==> config.mk <==
export PLATFORM = sky130hd
export DESIGN_NAME = vram_tile_injector
export DESIGN_NICKNAME = d
export VERILOG_FILES = /design/src/rtl/vram_tile_injector.sv
export SDC_FILE = /design/constraint.sdc
export NUM_CORES = 1
export LEC_CHECK = 0
export CAP_MARGIN = 20
export CORE_MARGIN = 2
export CORE_UTILIZATION = 32
export CTS_CLUSTER_DIAMETER = 120
export DETAILED_ROUTE_END_ITERATION = 10
export PLACE_DENSITY = 0.54
export SETUP_SLACK_MARGIN = 0.1
export SYNTH_ARGS = -nofsm -noshare
export SYNTH_HDL_FRONTEND = slang
export SYNTH_SLANG_ARGS = --single-unit
==> constraint.sdc <==
create_clock -name clk -period 7.5 [get_ports clk]
set_input_delay 2.25 -clock clk [delete_from_list [all_inputs] [get_ports clk]]
set_output_delay 2.25 -clock clk [all_outputs]
set_load 0.005 [all_outputs]
==> src/rtl/vram_tile_injector.sv <==
// Buffers one complete 2bpp tile from the glyph path, then writes it into VRAM tile data one byte per free bus slot.
// Optional build macro VRAM_INJECT_COLLISION_EN: a CPU write into the target tile during WRITE restarts the tile.
module vram_tile_injector #(
    parameter int unsigned TILE_SIZE_BYTES = 16,
    parameter logic [12:0] VRAM_TILE_START = 13'h0000,
    parameter logic [12:0] VRAM_TILE_END   = 13'h17FF
) (
    input  logic        clk,
    input  logic        rst,
    input  logic        cfg_enable,
    input  logic        in_valid,
    output logic        in_ready,
    input  logic [7:0]  in_data,
    input  logic        in_last,
    input  logic [8:0]  in_tile_index,
    input  logic        vram_slot,
    input  logic        cpu_vram_we,
    input  logic [12:0] cpu_vram_addr,
    output logic        vram_we,
    output logic [12:0] vram_addr,
    output logic [7:0]  vram_wdata,
    output logic        inject_busy,
    output logic        inject_done,
    output logic        inject_error,
    output logic        inject_collision
);

    typedef enum logic [2:0] {S_IDLE, S_LOAD, S_DRAIN, S_WRITE, S_DONE} state_t;

    localparam logic [3:0] LAST_IDX = 4'(TILE_SIZE_BYTES - 1);

    state_t      state_q;
    logic [7:0]  buf_q [TILE_SIZE_BYTES];
    logic [3:0]  count_q;
    logic [3:0]  offset_q;
    logic [12:0] base_q;
    logic        error_q;
    logic        collision_q;

    logic        accept;
    logic        hit_tile;
    logic        out_of_region;
    logic [12:0] base_d;

    assign base_d        = VRAM_TILE_START + {in_tile_index, 4'b0000};
    // 14-bit compare so a tile straddling the top of the 13-bit space is still caught
    assign out_of_region = ({1'b0, base_d} + 14'd15) > {1'b0, VRAM_TILE_END};

    assign in_ready = cfg_enable && !rst &&
                      (state_q == S_IDLE || state_q == S_LOAD || state_q == S_DRAIN);
    assign accept   = in_valid && in_ready;

    assign vram_we    = (state_q == S_WRITE) && vram_slot && !cpu_vram_we;
    assign vram_addr  = vram_we ? (base_q + {9'b0, offset_q}) : 13'h0000;
    assign vram_wdata = vram_we ? buf_q[offset_q] : 8'h00;

    assign inject_busy  = (state_q != S_IDLE);
    assign inject_done  = (state_q == S_DONE);
    assign inject_error = error_q;

`ifdef VRAM_INJECT_COLLISION_EN
    assign hit_tile         = cpu_vram_we && (cpu_vram_addr[12:4] == base_q[12:4]);
    assign inject_collision = collision_q;
`else
    logic unused_collision;
    assign hit_tile         = 1'b0;
    assign inject_collision = 1'b0;
    assign unused_collision = ^{cpu_vram_addr, collision_q};
`endif

    always_ff @(posedge clk or posedge rst) begin
        if (rst) begin
            state_q     <= S_IDLE;
            count_q     <= 4'd0;
            offset_q    <= 4'd0;
            base_q      <= 13'h0000;
            error_q     <= 1'b0;
            collision_q <= 1'b0;
            for (int i = 0; i < TILE_SIZE_BYTES; i++) begin
                buf_q[i] <= 8'h00;
            end
        end else begin
            error_q     <= 1'b0;
            collision_q <= 1'b0;
            if (!cfg_enable) begin
                state_q  <= S_IDLE;
                count_q  <= 4'd0;
                offset_q <= 4'd0;
            end else begin
                case (state_q)
                    S_IDLE: begin
                        if (accept) begin
                            buf_q[0] <= in_data;
                            base_q   <= base_d;
                            count_q  <= 4'd1;
                            offset_q <= 4'd0;
                            if (in_last) begin
                                error_q <= 1'b1;
                            end else if (out_of_region) begin
                                state_q <= S_DRAIN;
                            end else begin
                                state_q <= S_LOAD;
                            end
                        end
                    end
                    S_LOAD: begin
                        if (accept) begin
                            buf_q[count_q] <= in_data;
                            count_q        <= count_q + 4'd1;
                            if (count_q == LAST_IDX) begin
                                state_q  <= in_last ? S_WRITE : S_DRAIN;
                                offset_q <= 4'd0;
                            end else if (in_last) begin
                                error_q <= 1'b1;
                                state_q <= S_IDLE;
                            end
                        end
                    end
                    S_DRAIN: begin
                        if (accept && in_last) begin
                            error_q <= 1'b1;
                            state_q <= S_IDLE;
                        end
                    end
                    S_WRITE: begin
                        // The game overwrote the target tile, so start the tile over
                        if (hit_tile) begin
                            offset_q    <= 4'd0;
                            collision_q <= 1'b1;
                        end else if (vram_we) begin
                            offset_q <= offset_q + 4'd1;
                            if (offset_q == LAST_IDX) begin
                                state_q <= S_DONE;
                            end
                        end
                    end
                    S_DONE: begin
                        state_q <= S_IDLE;
                    end
                    default: begin
                        state_q <= S_IDLE;
                    end
                endcase
            end
        end
    end

endmodule

; ---- Word-level counts from Yosys, hierarchy flattened
; Index checks and enable logic that the tools add are counted.
[word_totals]
regBits = 149
latchBits = 0
ramBits = 0
mem_bits_ro = 0
in_bits = 37
elab_cells = 109
n_memories = 0
[op_classes]
n_addsub = 4
mul = 0
div_mod_pow = 0
n_lt_le_gt_ge = 4
eq_ne = 18
shifts = 0
muxes = 40
bitwise_logic = 2
n_reduce_logical = 20
[op_table]
columns = cell, count
row1 = $bwmux 128, 1
row2 = $mux 128, 1
row3 = $mux 8, 5
row4 = $bmux 8 s4, 1
row5 = $demux 8 s4, 1
row6 = $mux 4, 8
row7 = $mux 3, 9
row8 = $pmux 8 s2, 1
row9 = $add 13x4->14 const B, 1
row10 = $gt 14x13->1 const B, 1
row11 = $add 13x4->13, 1
row12 = $mux 13, 1
row13 = $ne 3x3->1 const B, 4
row14 = $pmux 3 s4, 1
row15 = $pmux 4 s3, 1
row16 = $ge 5x5->1 const B, 2
row17 = $not 4->5, 2
row18 = $ne 3x2->1 const B, 3
row19 = $reduce_and 3->1, 3
row20 = $add 4x1->4 const B, 2
row21 = $eq 4x4->1 const B, 2
row22 = $pmux 4 s2, 1
row23 = $logic_and 1x1->1, 7
row24 = $mux 1, 7
row25 = other kinds (18), 22

; ---- Longest topological paths before layout
; Gate-level depths: netlist of the first run.
[depth]
ltp_word = 9
mapped_depth = 7

; ---- Worst setup path before layout of the first run
; Ideal clock, no wire load.
[synth_path]
kind = input -> output
startpoint = input cpu_vram_we
endpoint = output vram_wdata[1]
arrival_ps = 3137
slack_ps = 2113
stages = 5
path_buffers = 1
cell_sequence = nand4b_1 > nor2_1 > clkbuf_1 > o21ai_0 > a21oi_1
[synth_via]
elab_chain_len = 3
[synth_lines]
columns = element, line
row1 = start: declaration, 17  ; input logic cpu_vram_we,
row2 = $logic_not 1->1, 53  ; assign vram_we = (state_q == S_WRITE) && vram_slot && !cpu_vram_we;
row3 = $logic_and 1x1->1, 53
row4 = $mux 8, 55  ; assign vram_wdata = vram_we ? buf_q[offset_q] : 8'h00;
row5 = end: declaration, 21  ; output logic [7:0] vram_wdata,
; No other way between the ends.

; ---- Worst setup path in the final report of the first run
[layout_path]
startpoint = input cpu_vram_we
endpoint = output vram_wdata[6]
; Same word-level chain as after synthesis.

==> results of run 1 <==
## critical path: cells and delay by family
kind	cells	cell delay, ns
AOI/OAI and AO/OA	2	0.44
buffers and inverters	3	1.24
and+or+nand+nor	2	0.37
## report_power, final
group	total, W	switching (W)	internal (W)
Combinational	0.000142	0.0000641	0.0000781
Sequential	0.000861	0.0000225	0.000838
Clock	0.000856	0.000351	0.000505
## state kept, by name, indices dropped and copies added (netlist names)
signal and flops:
inject_error 1, count_q 4, offset_q 4, state_q 3, base_q 9, buf_q 128
## synthesized netlist by cell type, types with 4 or more instances
cell type	count	area (um^2)
sky130_fd_sc_hd__dfrtp_1	149	3730
sky130_fd_sc_hd__mux2_2	136	1530
sky130_fd_sc_hd__mux4_2	32	721
sky130_fd_sc_hd__clkbuf_1	17	63.8
sky130_fd_sc_hd__and2_1	15	93.8
sky130_fd_sc_hd__a21oi_1	13	65.1
sky130_fd_sc_hd__o21ai_0	13	65.1
sky130_fd_sc_hd__mux2_1	11	124
sky130_fd_sc_hd__buf_2	9	45.0
sky130_fd_sc_hd__nand3_4	9	158
sky130_fd_sc_hd__mux2i_1	8	80.1
sky130_fd_sc_hd__nand2_1	7	26.3
sky130_fd_sc_hd__nand3_1	7	35.0
sky130_fd_sc_hd__inv_1	6	22.5
sky130_fd_sc_hd__ha_1	5	62.6
sky130_fd_sc_hd__buf_4	4	30.0
sky130_fd_sc_hd__nor2_1	4	15.0
sky130_fd_sc_hd__nor2b_1	4	25.0
## per-stage QoR
step	std cells	util [%]	area [um^2]
after floorplan	499	-	7320
after global placement	803	35.6	8040
after detailed placement	803	35.6	8040
after CTS	835	38.2	8630
after global routing	836	38.3	8650
final	836	38.3	8650
## cells by family (layout without fill, tap and decap cells)
logic type                 count (synthesis)  count (layout)  share of synthesized area, %
AOI/OAI and AO/OA                         45              45                          4.07
adders and majority gates                  5               5                         0.854
buffers and inverters                     41              93                          2.77
DFF                                      149             149                          50.9
muxes                                    187             187                          33.5
other                                      1               1                        0.0512
and+or+nand+nor                           71              71                          7.82
## layer usage
metal	share of wire (%)	GRT usage, %	up-vias
met5	0	0	-
li1	-	-	1953
met4	1.4	4.11	0
met2	49	23.4	89
met1	46	18.8	2288
met3	3.2	3.01	20
## cell type report
type	count	area, um^2
fill	2114	13900
sequential	149	3730
multi-input combinational	309	3390
timing repair buffer	55	556
clock buffer	20	447
tap	285	357
clock inverter	12	144
inverter	6	27.5
## final timing paths
kind / start / to / slack (ns) / cells past startpoint
max: cpu_vram_we / vram_wdata[6] / 0.93 / 7
min: buf_q[101]$_DFFE_PP0P_ / buf_q[101]$_DFFE_PP0P_ / 0.49 / 1
max reg2reg: state_q[0]$_DFFE_PP0P_ / buf_q[114]$_DFFE_PP0P_ / 4.60 / 4
min reg2reg: buf_q[101]$_DFFE_PP0P_ / buf_q[101]$_DFFE_PP0P_ / 0.49 / 1
max in group asynchronous: rst / buf_q[0]$_DFFE_PP0P_ / 3.72 / 3
min in group asynchronous: rst / state_q[1]$_DFFE_PP0P_ / 2.44 / 2
## placed cells by master (no fill, tap or decap), drive strengths merged, types with 5 or more instances in the layout
| cell type | synthesis | layout |
|---|---|---|
| mux2i | 8 | 8 |
| and2 | 15 | 15 |
| nand2 | 8 | 8 |
| a21oi | 14 | 14 |
| dfrtp | 149 | 149 |
| mux2 | 147 | 147 |
| inv | 6 | 10 |
| clkdlybuf4s50 | 0 | 49 |
| nor2 | 5 | 5 |
| mux4 | 32 | 32 |
| ha | 5 | 5 |
| nand3 | 17 | 17 |
| o21ai | 13 | 13 |
| buf | 18 | 6 |
| clkbuf | 17 | 20 |
==> results.md, run 1 <==
- The post-route worst setup slack is 0.930 ns.
- The root buffer cell is sky130_fd_sc_hd__clkbuf_16.
- The worst-case IR drop observed on VDD is 0.155 mV.
- The wire-length estimate of the detail-placed layout is 10500 um.
- Wires add up to 16300 um.
- The count of buffers added on input and output ports is 49.
- Setup violations remaining at the end of the flow were counted as 0.
- The number of enable-type register cells in the synthesized netlist is 0.
- Routability-driven placement finished with a final weighted congestion of 0.740.
- The number of placement rows is 55.
- The sequential element share of the synthesized area is 50.9%.
- TritonCTS built the clock tree.
- Between clock sinks in the finished design, the worst skew comes to 0.00605 ns.
- Along the worst path, the maximum fanout reaches 24.
- The clock sink count is 149.
- Measured along the x axis, the die boundary spans 155 um.
- The clock buffer count from CTS is 17.
- For the final routed database, the setup TNS stands at 0 ns.
- The post-synth design cell area is 7320 um^2.
- The die footprint is 24100 um^2.
- The signal on the critical path passes through clkdlybuf4s50_1 -> nand4b_1 -> nor2_1 -> buf_4 -> o21ai_0 -> a21oi_1 -> clkdlybuf4s50_1.
- The tightest min-delay check is of the reg2reg type.
- The share of flip-flops with an asynchronous set or reset after synthesis is 100%.
- The wire length per cell is 19.5 um.
- The cell seen most often among critical-path stages is sky130_fd_sc_hd__clkdlybuf4s50_1.
- The synthesis-to-finish area growth is 18.2%.
- The slowest stage of the critical path is the sky130_fd_sc_hd__clkdlybuf4s50_1 cell.
- Headroom to the max-slew limit came out at 40.9%.
- The average cell area after synthesis is 14.7 um^2.
- The initial antenna violation count is 0.
- The wire length of the first global-routing pass is 25700 um.
- Once detail routing completed, the nets flagged for antenna violations numbered 0.
- For the worst setup path, the data arrival time is 4.32 ns.
- In this run, synthesis produced a sequential element count of 149.
- The power after layout is 0.00186 W.
- The number of hold buffers added after CTS was 0.
- The clock tree buffer depth is 2.
- The worst setup path is launched from an input port.
- The via-per-instance ratio is 5.20.
- The number of warning messages in the yosys log is 0.
- The post-cts resize count is 0.
- The core footprint is 22600 um^2.
- The post-placement setup slack is 0.986 ns.
- The H-tree was split into 4 levels.
- The initial core utilization is 32.5%.
- The fraction of the cycle the final worst path needs is 87.6%.
- The worst hold slack across all endpoints is 0.488 ns.
- At the worst endpoint, the required time is 5.25 ns.
- The number of global-route vias before repair was 4528.
- In this run the count of I/O pins placed on the die edge is 64.
- The post-synthesis cell count is 499.
- The residual DRC count is 0.
- The total grt overflow is 0.
- Counting every net in the synthesized netlist gives 541.
- The count of TritonRoute iterations in the first routing pass is 4.
- The clock-pin transition on the worst setup and hold timing paths is 0.06 ns.
- The clock insertion delay at the later pin of the skew report is 0.42 ns.
- The final-report max-slew violation count is 0.
- The final net count is 580.
- Entering global routing, the biggest net connects 94 pins.
- Setup repair after global routing left no endpoint under its margin.
- The detailed router's first-iteration violation count is 165.
- On the worst path, the slowest cell contributes a delay of 0.57 ns.
- Among all flip-flop cells after synthesis, the most frequent one is sky130_fd_sc_hd__dfrtp_1.
- At the pin with the least slew margin, the transition time is 0.886 ns.
- The count of max-cap constraint violations is 0.
- For this design the ratio of total power to cell area is 215 nW/um^2.
- Across every metal layer, demand over resource in global routing totals 14.1%.
- The minimum period implied by the final worst setup slack is 6.57 ns.
- The count of unique library cells instantiated by Yosys is 51.
- The analysis attributes to cell leakage a power of 3.88 nW.
- The flow ran to the end, and the final reports show no timing, DRC or antenna violations.
- The via count of the routed design is 4350.
- 0 antenna diodes ended up in the layout.
- The worst setup path is captured at a primary output.
- The number of setup buffers added after CTS is 0.
- In the final layout, the share of cells above drive strength 1 is 41.6%.
- The hold violation total from the final report was 0.
- Derived from the worst setup path, the maximum achievable clock frequency is 152 MHz.
- The vertical extent of the die is 155 um.
- The critical path class is in2out.
Note: power is estimated with default switching activity, not from simulation.
==> run 2, diff against run 1 <==
HOLD_SLACK_MARGIN = 0.06   (was unset)
SLEW_MARGIN = 5   (was unset)
TNS_END_PERCENT = 20   (was unset)
==> results of run 2 <==
The final DEF is identical to that of run 1; final timing and power are the same.
==> run 3, diff against run 2 <==
TNS_END_PERCENT = unset   (was 20)
==> results of run 3 <==
The final DEF is identical to that of run 1; final timing and power are the same.
